$ cat src/rtl/matrix_scan_drv.sv
// Row-multiplexed LED matrix scanner with a double-buffered frame image.
// Define MATRIX_SCAN_PWM_EN to enable brightness-controlled column on-time within each row.
module matrix_scan_drv #(
    parameter int ROWS  = 8,
    parameter int COLS  = 8,
    parameter int DWELL = 1024,
    parameter int BLANK = 4
) (
    input  logic                 clock,
    input  logic                 resetn,
    input  logic                 oe,
    input  logic [ROWS*COLS-1:0] data,
    input  logic                 load,
    input  logic [3:0]           brightness,
    output logic                 load_ack,
    output logic                 frame_start,
    output logic [ROWS-1:0]      row,
    output logic [COLS-1:0]      column
);

    localparam int                IDX_W      = $clog2(ROWS);
    localparam logic [IDX_W-1:0]  LAST_ROW   = IDX_W'(ROWS - 1);
    localparam logic [15:0]       DWELL_LAST = 16'(DWELL - 1);
    localparam logic [15:0]       BLANK_LAST = (BLANK > 0) ? 16'(BLANK - 1) : 16'd0;
    localparam logic [ROWS-1:0]   ROW_ONE    = {{(ROWS-1){1'b0}}, 1'b1};

    typedef enum logic [1:0] {
        S_IDLE,
        S_BLANK,
        S_DRIVE
    } state_t;

    state_t                 state_q, state_d;
    logic [IDX_W-1:0]       idx_q, idx_d;
    logic [15:0]            cnt_q, cnt_d;
    logic [ROWS*COLS-1:0]   active_q, active_d;
    logic [ROWS*COLS-1:0]   pending_q, pending_d;
    logic                   pend_vld_q, pend_vld_d;
    logic                   load_ack_q, load_ack_d;
    logic                   frame_start_q, frame_start_d;
    logic [ROWS-1:0]        row_q, row_d;
    logic [COLS-1:0]        column_q, column_d;
    logic                   boundary;

`ifdef MATRIX_SCAN_PWM_EN
    logic [19:0]            on_prod;
    logic [15:0]            on_time;

    assign on_prod = ({16'd0, brightness} + 20'd1) * 20'(DWELL);
    assign on_time = 16'(on_prod >> 4);
`else
    logic                   unused_brightness;

    assign unused_brightness = ^brightness;
`endif

    always_comb begin
        state_d       = state_q;
        idx_d         = idx_q;
        cnt_d         = cnt_q;
        active_d      = active_q;
        pending_d     = pending_q;
        pend_vld_d    = pend_vld_q;
        load_ack_d    = 1'b0;
        boundary      = 1'b0;

        if (!oe) begin
            state_d = S_IDLE;
            idx_d   = '0;
            cnt_d   = '0;
        end else begin
            case (state_q)
                S_IDLE: begin
                    boundary = 1'b1;
                    idx_d    = '0;
                    cnt_d    = '0;
                    state_d  = (BLANK == 0) ? S_DRIVE : S_BLANK;
                end
                S_BLANK: begin
                    if (cnt_q == BLANK_LAST) begin
                        state_d = S_DRIVE;
                        cnt_d   = '0;
                    end else begin
                        cnt_d = cnt_q + 16'd1;
                    end
                end
                S_DRIVE: begin
                    if (cnt_q == DWELL_LAST) begin
                        cnt_d   = '0;
                        state_d = (BLANK == 0) ? S_DRIVE : S_BLANK;
                        if (idx_q == LAST_ROW) begin
                            idx_d    = '0;
                            boundary = 1'b1;
                        end else begin
                            idx_d = idx_q + 1'b1;
                        end
                    end else begin
                        cnt_d = cnt_q + 16'd1;
                    end
                end
                default: begin
                    state_d = S_IDLE;
                    idx_d   = '0;
                    cnt_d   = '0;
                end
            endcase
        end

        frame_start_d = boundary;

        // The active image may only change while stopped or exactly on a frame boundary.
        if (!oe || boundary) begin
            if (load) begin
                active_d   = data;
                pend_vld_d = 1'b0;
                load_ack_d = 1'b1;
            end else if (boundary && pend_vld_q) begin
                active_d   = pending_q;
                pend_vld_d = 1'b0;
                load_ack_d = 1'b1;
            end
        end else if (load) begin
            pending_d  = data;
            pend_vld_d = 1'b1;
        end

        row_d    = '0;
        column_d = '0;
        if (state_d == S_DRIVE) begin
            row_d    = ROW_ONE << idx_d;
            column_d = COLS'(active_d >> (int'(idx_d) * COLS));
`ifdef MATRIX_SCAN_PWM_EN
            if (cnt_d >= on_time) begin
                column_d = '0;
            end
`endif
        end
    end

    always_ff @(posedge clock or negedge resetn) begin
        if (!resetn) begin
            state_q       <= S_IDLE;
            idx_q         <= '0;
            cnt_q         <= '0;
            active_q      <= '0;
            pend_vld_q    <= 1'b0;
            load_ack_q    <= 1'b0;
            frame_start_q <= 1'b0;
            row_q         <= '0;
            column_q      <= '0;
        end else begin
            state_q       <= state_d;
            idx_q         <= idx_d;
            cnt_q         <= cnt_d;
            active_q      <= active_d;
            pend_vld_q    <= pend_vld_d;
            load_ack_q    <= load_ack_d;
            frame_start_q <= frame_start_d;
            row_q         <= row_d;
            column_q      <= column_d;
        end
    end

    // Pending contents are only meaningful while pend_vld_q is set.
    always_ff @(posedge clock) begin
        pending_q <= pending_d;
    end

    assign load_ack    = load_ack_q;
    assign frame_start = frame_start_q;
    assign row         = row_q;
    assign column      = column_q;

endmodule

$ cat config.mk
export PLATFORM = sky130hd
export DESIGN_NAME = matrix_scan_drv
export DESIGN_NICKNAME = d
export VERILOG_FILES = /design/src/rtl/matrix_scan_drv.sv
export SDC_FILE = /design/constraint.sdc
export NUM_CORES = 1
export LEC_CHECK = 0
export CORE_UTILIZATION = 58
export CTS_BUF_LIST = sky130_fd_sc_hd__clkbuf_8
export DETAILED_ROUTE_END_ITERATION = 6
export PLACE_DENSITY = 0.83
export RECOVER_POWER = 50
export SETUP_SLACK_MARGIN = 0.05
export SYNTH_ARGS = -nofsm -noshare
export SYNTH_HDL_FRONTEND = slang
export SYNTH_SLANG_ARGS = --single-unit
$ cat constraint.sdc
create_clock -name clock -period 5.4 [get_ports clock]
set_input_delay 0.81 -clock clock [delete_from_list [all_inputs] [get_ports clock]]
set_output_delay 0.81 -clock clock [all_outputs]
set_load 0.02 [all_outputs]
Yosys cells after proc, flatten, opt, wreduce, memory -nomap -nowiden
Cells that the tools add are included.
{"block": "op_classes", "add_sub_neg": 2, "mul": 0, "div_mod_pow": 0, "n_lt_le_gt_ge": 0, "eq_ne": 6, "shifts": 2, "mux": 28, "n_bitwise": 1, "reduce_logical": 8}
{"cell": "two-way mux 64 bit", "count": 3}
{"cell": ">> shifter 64 x 6 -> 8 bit", "count": 1}
{"cell": "two-way mux 16 bit", "count": 3}
{"cell": "one-hot mux 16 bit (2 select lines)", "count": 1}
{"cell": "adder 16 x 1 -> 16 bit, second input constant", "count": 1}
{"cell": "equality test 16 x 10 -> 1 bit, second input constant", "count": 1}
{"cell": "equality test 16 x 2 -> 1 bit, second input constant", "count": 1}
{"cell": "two-way mux 8 bit", "count": 2}
{"cell": "two-way mux 1 bit", "count": 10}
{"cell": "two-way mux 3 bit", "count": 3}
{"cell": "left shift 1 x 3 -> 8 bit, first input constant", "count": 1}
{"cell": "two-way mux 2 bit", "count": 3}
{"cell": "one-hot mux 2 bit (3 select lines)", "count": 1}
{"cell": "one-hot mux 3 bit (2 select lines)", "count": 1}
{"cell": "equality test 2 bit, second input constant", "count": 2}
{"cell": "AND reduction 2 bit", "count": 2}
{"cell": "nonzero test 2 bit", "count": 2}
{"cell": "adder 3 x 1 -> 3 bit, second input constant", "count": 1}
{"cell": "equality test 3 bit, second input constant", "count": 1}
{"cell": "equality test 2 x 1 -> 1 bit, second input constant", "count": 1}
{"cell": "zero test 2 bit", "count": 1}
{"cell": "one-hot mux 1 bit (2 select lines)", "count": 1}
{"cell": "logical AND 1 bit", "count": 1}
{"cell": "zero test 1 bit", "count": 1}
{"cell": "other kinds (2)", "count": 2}
{"block": "word_totals", "regBits": 168, "latch_bits": 0, "mem_bits_rw": 0, "rom_bits": 0, "wordCells": 57, "mem_count": 0}

Longest topological paths before layout
Gate-level depths: netlist (run 1).
{"block": "logic_depth", "word_depth": 11, "ltp_mapped": 13, "depth_no_buf": 10}

Worst setup path before layout (run 1)
Ideal clock, no wire load.
{"block": "synth_path", "path_kind": "in2reg", "from": "input port oe", "to": "register pending_q[0], enable pin", "setup_time_ns": 0.486, "arrival_ns": 4.557, "t_required_ns": 4.914, "setup_slack_ns": 0.357, "path_stages": 6, "path_cell_list": "clkbuf_1 > nor2b_1 > o21ai_4 > buf_2 > buf_2 > nor2_1"}
{"block": "synth_via", "elab_chain_len": 4, "word_cells_on_any_way": 5, "cone_classes": "mux: 1; bitwise: 1; reduce/logical: 3"}
{"item": "start, declared", "line_no": "11", "rtl": "input logic oe,"}
{"item": "two-way mux 1 bit or zero test 1 bit (tied branches)", "line_no": "67, 112"}
{"item": "logical OR 1 bit (*)", "line_no": "112", "rtl": "if (!oe || boundary) begin"}
{"item": "inverter 1 bit (no source line) (*)"}
{"item": "AND reduction 2 bit (no source line) (*)"}
{"item": "end signal, assigned", "line_no": "166", "rtl": "pending_q <= pending_d;"}
{"item": "end, declared", "line_no": "37", "rtl": "logic [ROWS*COLS-1:0] pending_q, pending_d;"}
Mark *: on every way between the ends. The rest lies on a longest branch, timed or not.
A chain may end at the register's enable or synchronous reset.

Worst setup path in the final report (run 1)
{"block": "layout_path", "from": "register cnt_q[0]", "to": "register column_q[4], in the netlist column[4]"}
{"block": "layout_via", "elab_chain_len": 10, "word_cells_on_any_way": 20, "cone_classes": "eq/ne: 3; shift: 1; mux: 14; reduce/logical: 2"}
{"item": "start, declared", "line_no": "35", "rtl": "logic [15:0] cnt_q, cnt_d;"}
{"item": "start signal, assigned", "line_no": "154", "rtl": "cnt_q <= cnt_d;"}
{"item": "equality test 16 x 10 -> 1 bit (*)", "line_no": "88", "rtl": "if (cnt_q == DWELL_LAST) begin"}
{"item": "two-way mux 1 bit (*)", "line_no": "88"}
{"item": "one-hot mux 1 bit (2 select lines) (*)", "line_no": "72", "rtl": "case (state_q)"}
{"item": "two-way mux 1 bit (*)", "line_no": "67", "rtl": "if (!oe) begin"}
{"item": "logical AND 1 bit", "line_no": "117", "rtl": "end else if (boundary && pend_vld_q) begin"}
{"item": "two-way mux 64 bit", "line_no": "117"}
{"item": "two-way mux 64 bit", "line_no": "113", "rtl": "if (load) begin"}
{"item": "two-way mux 64 bit (*)", "line_no": "112"}
{"item": "net active_d[20]", "line_no": "36", "rtl": "logic [ROWS*COLS-1:0] active_q, active_d;"}
{"item": ">> shifter 64 x 6 -> 8 bit (*)", "line_no": "131", "rtl": "column_d = COLS'(active_d >> (int'(idx_d) * COLS));"}
{"item": "two-way mux 8 bit (*)", "line_no": "129", "rtl": "if (state_d == S_DRIVE) begin"}
{"item": "net column_d[4]", "line_no": "42", "rtl": "logic [COLS-1:0] column_q, column_d;"}
{"item": "end signal, assigned", "line_no": "160", "rtl": "column_q <= column_d;"}
{"item": "end, declared", "line_no": "42"}
Mark *: on every way through the listed nets, which the timed path passes. The rest lies on a longest branch.

==> results of run 1 <==
==> cell families after synthesis <==
family	Yosys count	synth area share
adder cells (fa/ha/maj)	7	0.0119
AND/OR/NAND/NOR	152	0.107
flip-flops	168	0.617
XOR/XNOR	12	0.0143
buffers and inverters	69	0.0380
multiplexers	20	0.0276
AO/OA/AOI/OAI	211	0.185
==> synthesized netlist by cell type (13+ instances only) <==
library cell  instances  area share
a21oi_1              49       0.033
clkbuf_1             29       0.015
dfrtp_1             104        0.35
edfxtp_1             64        0.26
inv_1                23       0.012
mux2i_1              18       0.025
nand2_1              24       0.012
nand3_1              23       0.016
nor2_1               38       0.019
o211ai_1             13       0.013
o21ai_0              20       0.014
o22ai_1              65       0.055
==> worst max-delay path by stage <==
stage	to	startpoint	slack, ns
detailed placement	column[4]	oe	1.65
CTS	column[4]	cnt_q[0]	1.63
floorplan	pending_q[0]	oe	0.36
global route	load_ack	resetn	1.03
global placement	column[4]	oe	1.70
finish	column[4]	cnt_q[0]	1.58
==> sequential cells by signal, summed over array words and instances (netlist names) <==
register	cells
pending_q	64
state_q	2
load_ack	1
frame_start	1
active_q	64
pend_vld_q	1
cnt_q	16
column	8
idx_q	3
row	8
==> routing by layer <==
layer / vias to the layer above / track usage / share of wire / wire length [µm]
li1: 2546 / - / - / -
met3: 48 / 0.0799 / 0.089 / 1630
met2: 317 / 0.480 / 0.49 / 9020
met4: 0 / 0.126 / 0.030 / 553
met1: 2804 / 0.388 / 0.39 / 7180
met5: - / 0 / 0 / 0
==> final cells by class <==
cell class | count | share of cell area
Clock buffer | 21 | 0.0331
Inverter | 24 | 0.0103
Multi-Input combinational cell | 402 | 0.291
Sequential cell | 168 | 0.519
Timing Repair Buffer | 97 | 0.108
Clock inverter | 11 | 0.0148
Tap cell | 168 | 0.0241
==> worst max-delay path, cell delays in order, from the launching register on <==
cell,delay (ns)
dfrtp_1,0.39
ha_1,0.21
and3_1,0.30
nand4_1,0.50
o21ai_4,0.72
buf_4,0.48
nand2_1,0.12
buf_4,0.24
o22ai_1,0.15
a21oi_1,0.16
o211ai_1,0.26
o31ai_1,0.12
==> layout by cell type, fill, tap and decap left out, types with 3 or more instances in the layout <==
master,Yosys,final
and3_1,12,12
clkinv_2,0,4
a221oi_1,6,6
nand2b_1,5,5
dfrtp_1,104,104
a2bb2oi_1,3,3
o21ai_0,20,20
and4_1,3,3
o211a_1,3,3
nand2_1,24,24
ha_1,7,7
nand3_1,23,23
nand4_1,7,7
dlygate4sd3_1,0,66
a22oi_1,8,8
inv_1,23,26
o31ai_1,3,3
o21ai_1,10,10
a21oi_1,49,49
o22ai_1,65,65
bufinv_16,0,3
or2_2,3,3
mux2i_1,18,18
clkdlybuf4s50_1,0,17
o211ai_1,13,13
or4_1,3,3
clkbuf_8,0,21
nor3_1,8,8
nor2_1,38,37
nor4_1,3,3
buf_4,2,10
o22a_1,4,4
xnor2_1,4,4
edfxtp_1,64,64
o2111ai_1,3,3
a31oi_1,11,11
and2_1,9,8
xor2_1,8,8
nor2b_1,5,5
==> power breakdown <==
group	leakage (nW)	internal [mW]	switching [mW]	total [mW]
clock	0.225	0.498	0.436	0.934
combinational	1.33	0.146	0.217	0.363
sequential	1.88	1.43	0.0457	1.47
==> per-stage QoR <==
stage                     utilization  cell area (µm²)  std cells  setup WS, ns
after floorplan                     -             7340        639         0.357
after global placement          0.684             8310        859          1.70
after detailed placement        0.684             8310        859          1.65
after CTS                       0.718             8730        891          1.63
after global routing            0.717             8720        891          1.03
final                           0.717             8720        891          1.58
==> impl_metrics.py, run 1 <==
metrics = {
    "status": {
        "status": "finished with violations",
        "violations": "DRC, capacitance limit, slew limit",
    },
    "sta": {
        "finalSetupTns_ns": 0,
        "setup_viol": 0,
        "worst_pin_slew_ns": 2.46,
        "timing.fmax_ghz": 0.262,
        "slew_viol_final": 46,
        "skew_ns": 0.0151,
        "hold_ws_ns": 0.462,
        "slew_headroom": -0.640,
        "hold_viol": 0,
        "rsz0062_at_grt": "no",
        "finalCriticalPeriod_ns": 3.82,
        "period_share": 0.707,
    },
    "worst_setup_path": {
        "arrival_ns": 4.15,
        "critPathCaptureType": "flip-flop",
        "r2r_end": "column[4]",
        "cp-start-kind": "flip-flop",
        "reg2reg_slack_ns": 1.58,
        "cp.required_ns": 5.73,
        "timing.rr.start": "cnt_q[0]",
        "path_class": "reg -> reg",
        "r2r_cells": 11,
        "crit_fanout": 34,
    },
    "cts": {
        "cts_tree": "yes",
        "clock_latency_ns": 0.47,
        "ctsResizeCount": 0,
        "post_cts_buffers": 0,
        "cts_made_buffers": 17,
        "holdBufCountCts": 0,
        "clock_path_buffers": 2,
        "clockRootBuffer": "clkbuf_8",
        "clock_sinks": 168,
        "htree_levels": 4,
        "clk_pin_slew_ns": 0.09,
    },
    "yosys": {
        "synthFlopType": "dfrtp_1",
        "syn_area_um2": 7340,
        "synth_cells": 639,
        "synthArstFlopShare": 0.619,
        "synth_edf_count": 64,
        "synth_seq_cells": 168,
        "synth_nets": 718,
        "yosys.cell_types.count": 56,
        "synth-seq-area-share": 0.617,
        "synth-warning-count": 0,
        "synth_area_per_cell_um2": 11.5,
    },
    "cells_and_area": {
        "fillers": 871,
        "syn_to_final_growth_pct": 18.9,
        "final_nets": 789,
        "num_antenna_cells": 0,
        "drive_gt1_frac": 0.0775,
        "layout.area.seq_um2": 4520,
        "multi_input_area_um2": 2540,
    },
    "floorplanning": {
        "initial_core_util": 0.603,
        "die_area_um2": 13100,
        "die_w_um": 114,
        "rows": 40,
        "pin_count": 90,
        "fp.coreArea_um2": 12200,
        "die_h_um": 114,
    },
    "route": {
        "post_drt_wl_per_cell_um": 20.6,
        "antenna_violating_nets_post_route": 0,
        "remaining_drc_errors": 6,
        "drt-total-wl_um": 18400,
        "avgViaCountPerCell": 6.41,
        "firstDrtPassIters": 7,
        "drt_iter0_drc": 712,
        "vias": 5715,
    },
    "global_routing": {
        "grt_overflow_total": 0,
        "grt_pass1_wl_um": 29400,
        "grt_max_degree": 61,
        "first_global_vias": 5688,
        "grt_usage": 0.299,
        "antenna_found_initial": 0,
    },
    "worst_hold_path": {
        "hold_path_end": "active_q[0]",
        "min_path_type": "reg -> reg",
        "min_from": "active_q[0]",
        "whs_path_depth": 2,
    },
    "place": {
        "portBuffers": 85,
        "gp_congestion": 0.840,
        "dpl.hpwl_um": 12100,
    },
    "power_and_ir_drop": {
        "power_density_nw_per_um2": 318,
        "total_power_mw": 2.77,
        "ir_drop_uv": 300,
        "p_leak_nw": 3.43,
    },
    "run": {
        "maxCapViolCount": 2,
    },
}
Note: power is estimated with default switching activity, not from simulation.
==> run 2: changes to the inputs <==
==> constraint.sdc (replaced) <==
create_clock -name clock -period 3.6 [get_ports clock]
set_input_delay 0.54 -clock clock [delete_from_list [all_inputs] [get_ports clock]]
set_output_delay 0.54 -clock clock [all_outputs]
set_load 0.02 [all_outputs]
==> impl_metrics.py, run 2 (same netlist as run 1, synthesis figures left out) <==
metrics = {
    "sta": {
        "timing.fmax_ghz": 0.305,
        "finalSetupTns_ns": 0,
        "hold_viol": 0,
        "skew_ns": 0.0168,
        "worst_pin_slew_ns": 1.73,
        "setup_viol": 0,
        "period_share": 0.911,
        "rsz0062_at_grt": "no",
        "slew_headroom": -0.153,
        "slew_viol_final": 107,
        "finalCriticalPeriod_ns": 3.28,
    },
    "power_and_ir_drop": {
        "switchingPower_mw": 1.07,
        "total_power_mw": 4.10,
        "seqPwrFrac": 0.540,
        "p_leak_nw": 3.48,
        "combPwrFrac": 0.136,
        "power.internal_mw": 3.02,
        "ir_drop_uv": 355,
        "p_sw_frac": 0.262,
        "power_density_nw_per_um2": 468,
        "clkPwrFrac": 0.324,
    },
    "floorplanning": {
        "rows": 40,
        "die_h_um": 114,
        "pin_count": 90,
        "die_area_um2": 13100,
        "die_w_um": 114,
        "fp.coreArea_um2": 12200,
        "initial_core_util": 0.603,
    },
    "worst_setup_path": {
        "crit_fanout": 14,
        "critPathCaptureType": "flip-flop",
        "cp_num_buf_inv": 2,
        "arrival_ns": 3.64,
        "cp.required_ns": 3.96,
        "path_class": "reg -> reg",
        "cp.depth": 10,
        "crit_chain": "inv_1 -> ha_1 -> nand2_1 -> o21ai_4 -> nand2_1 -> buf_4 -> o22ai_1 -> a21oi_1 -> o22ai_1 -> o21ai_1",
        "slowest_stage": "ha_1",
        "slowest_delay_ns": 0.45,
        "cp_top_family": "compound AO/OA/AOI/OAI gates",
        "r2r_cells": 10,
        "cp-start-kind": "flip-flop",
    },
    "global_routing": {
        "grt_max_degree": 70,
        "grt_overflow_total": 0,
        "grt_pass1_wl_um": 29500,
        "first_global_vias": 5714,
        "grt_usage": 0.302,
        "antenna_found_initial": 0,
    },
    "cts": {
        "clock_sinks": 168,
        "clock_latency_ns": 0.48,
        "htree_levels": 4,
        "clockRootBuffer": "clkbuf_8",
        "clock_path_buffers": 2,
        "ctsResizeCount": 0,
        "clk_pin_slew_ns": 0.08,
        "post_cts_buffers": 0,
        "cts_made_buffers": 17,
        "cts_tree": "yes",
        "holdBufCountCts": 0,
    },
    "status": {
        "violations": "capacitance limit, slew limit",
        "status": "finished with violations",
    },
    "cells_and_area": {
        "final_cells": 898,
        "reg_top3": "active_q x64, pending_q x64, cnt_q x16",
        "fillers": 838,
        "final_nets": 796,
        "postLayoutCellArea_um2": 8750,
        "syn_to_final_growth_pct": 19.3,
        "final_common_cell": "dfrtp_1",
        "num_antenna_cells": 0,
        "drive_gt1_frac": 0.0849,
        "final_util": 0.720,
        "final_cell_mix": "dfrtp_1 (104), dlygate4sd3_1 (70), o22ai_1 (65), edfxtp_1 (64), a21oi_1 (49)",
    },
    "route": {
        "drt_iter0_drc": 674,
        "firstDrtPassIters": 6,
        "remaining_drc_errors": 0,
        "drt-total-wl_um": 18700,
        "vias": 5788,
        "post_drt_wl_per_cell_um": 20.8,
        "antenna_violating_nets_post_route": 0,
        "avgViaCountPerCell": 6.45,
    },
    "place": {
        "dp_cells": 866,
        "portBuffers": 85,
        "gp_congestion": 0.873,
        "dpl_cell_area_um2": 8380,
        "dpl.hpwl_um": 12400,
    },
    "run": {
        "maxCapViolCount": 2,
    },
    "worst_hold_path": {
        "whs_path_depth": 2,
        "min_path_type": "reg -> reg",
    },
}
==> run 2: changes by cell type in the layout (fill, tap and decap cells not counted), sizes merged <==
cell | previous run | this run
buf | 12 | 19
bufinv | 3 | 2
clkbuf | 23 | 21
clkdlybuf4s50 | 17 | 13
clkinvlp | 1 | 2
dlygate4sd3 | 66 | 70
dlymetal6s4s | 0 | 1
inv | 27 | 28
==> run 2: worst paths after layout <==
kind	slack [ns]	end	start
hold reg to reg	0.49	active_q[7]	active_q[7]
hold / removal	0.49	active_q[7]	active_q[7]
max in group asynchronous	0.59	active_q[28]	resetn
min in group asynchronous	0.52	cnt_q[7]	resetn
setup reg to reg	0.32	column[7]	state_q[0]
setup / recovery	0.32	column[7]	state_q[0]
==> run 2: power groups by stage <==
stage	sequential [mW]	combinational, mW	clock [mW]
4_1_cts	2.21	0.570	1.33
3_5_place_dp	2.25	0.566	0
2_1_floorplan	2.23	0.336	0
3_3_place_gp	2.24	0.538	0
5_1_grt	2.23	0.608	1.40
6_report	2.21	0.558	1.33
==> run 2: worst min-delay path: stages (launching register included) <==
cell and delay, ns:
dfrtp_1 0.33, a21oi_1 0.07, inv_1 0.06
==> run 2: metrics by stage <==
| step | hold WS, ns | setup slack (ns) |
|---|---|---|
| after floorplan | 0.244 | 0.576 |
| after global placement | 0.445 | 0.342 |
| after detailed placement | 0.466 | 0.170 |
| after CTS | 0.214 | 0.378 |
| after global routing | 0.516 | 0.0629 |
| final | 0.488 | 0.322 |
==> run 2: routing by layer <==
metal | share of wire | track usage | up-vias
met3 | 0.077 | 0.0709 | 43
met2 | 0.49 | 0.473 | 297
li1 | - | - | 2589
met1 | 0.41 | 0.401 | 2859
met4 | 0.030 | 0.141 | 0
met5 | 0 | 0 | -
==> run 2: layout make-up <==
type                    count  area [µm²]  share of cell area
clock buffers              20         275              0.0314
clock inverters            12         110              0.0126
inverters                  24        90.1              0.0103
multi-input cells         402        2540               0.290
flip-flops and latches    168        4520               0.517
well taps                 168         210              0.0240
repair buffers            104        1000               0.114
==> run 3: changes to the inputs <==
--- a/config.mk
+++ b/config.mk
@@ -11,6 +11,8 @@
 export PLACE_DENSITY = 0.83
 export RECOVER_POWER = 50
 export SETUP_SLACK_MARGIN = 0.05
+export SLEW_MARGIN = 5
 export SYNTH_ARGS = -nofsm -noshare
 export SYNTH_HDL_FRONTEND = slang
 export SYNTH_SLANG_ARGS = --single-unit
+export TNS_END_PERCENT = 1
==> results of run 3 <==
Final layout, timing and power as in run 2 (identical DEF).
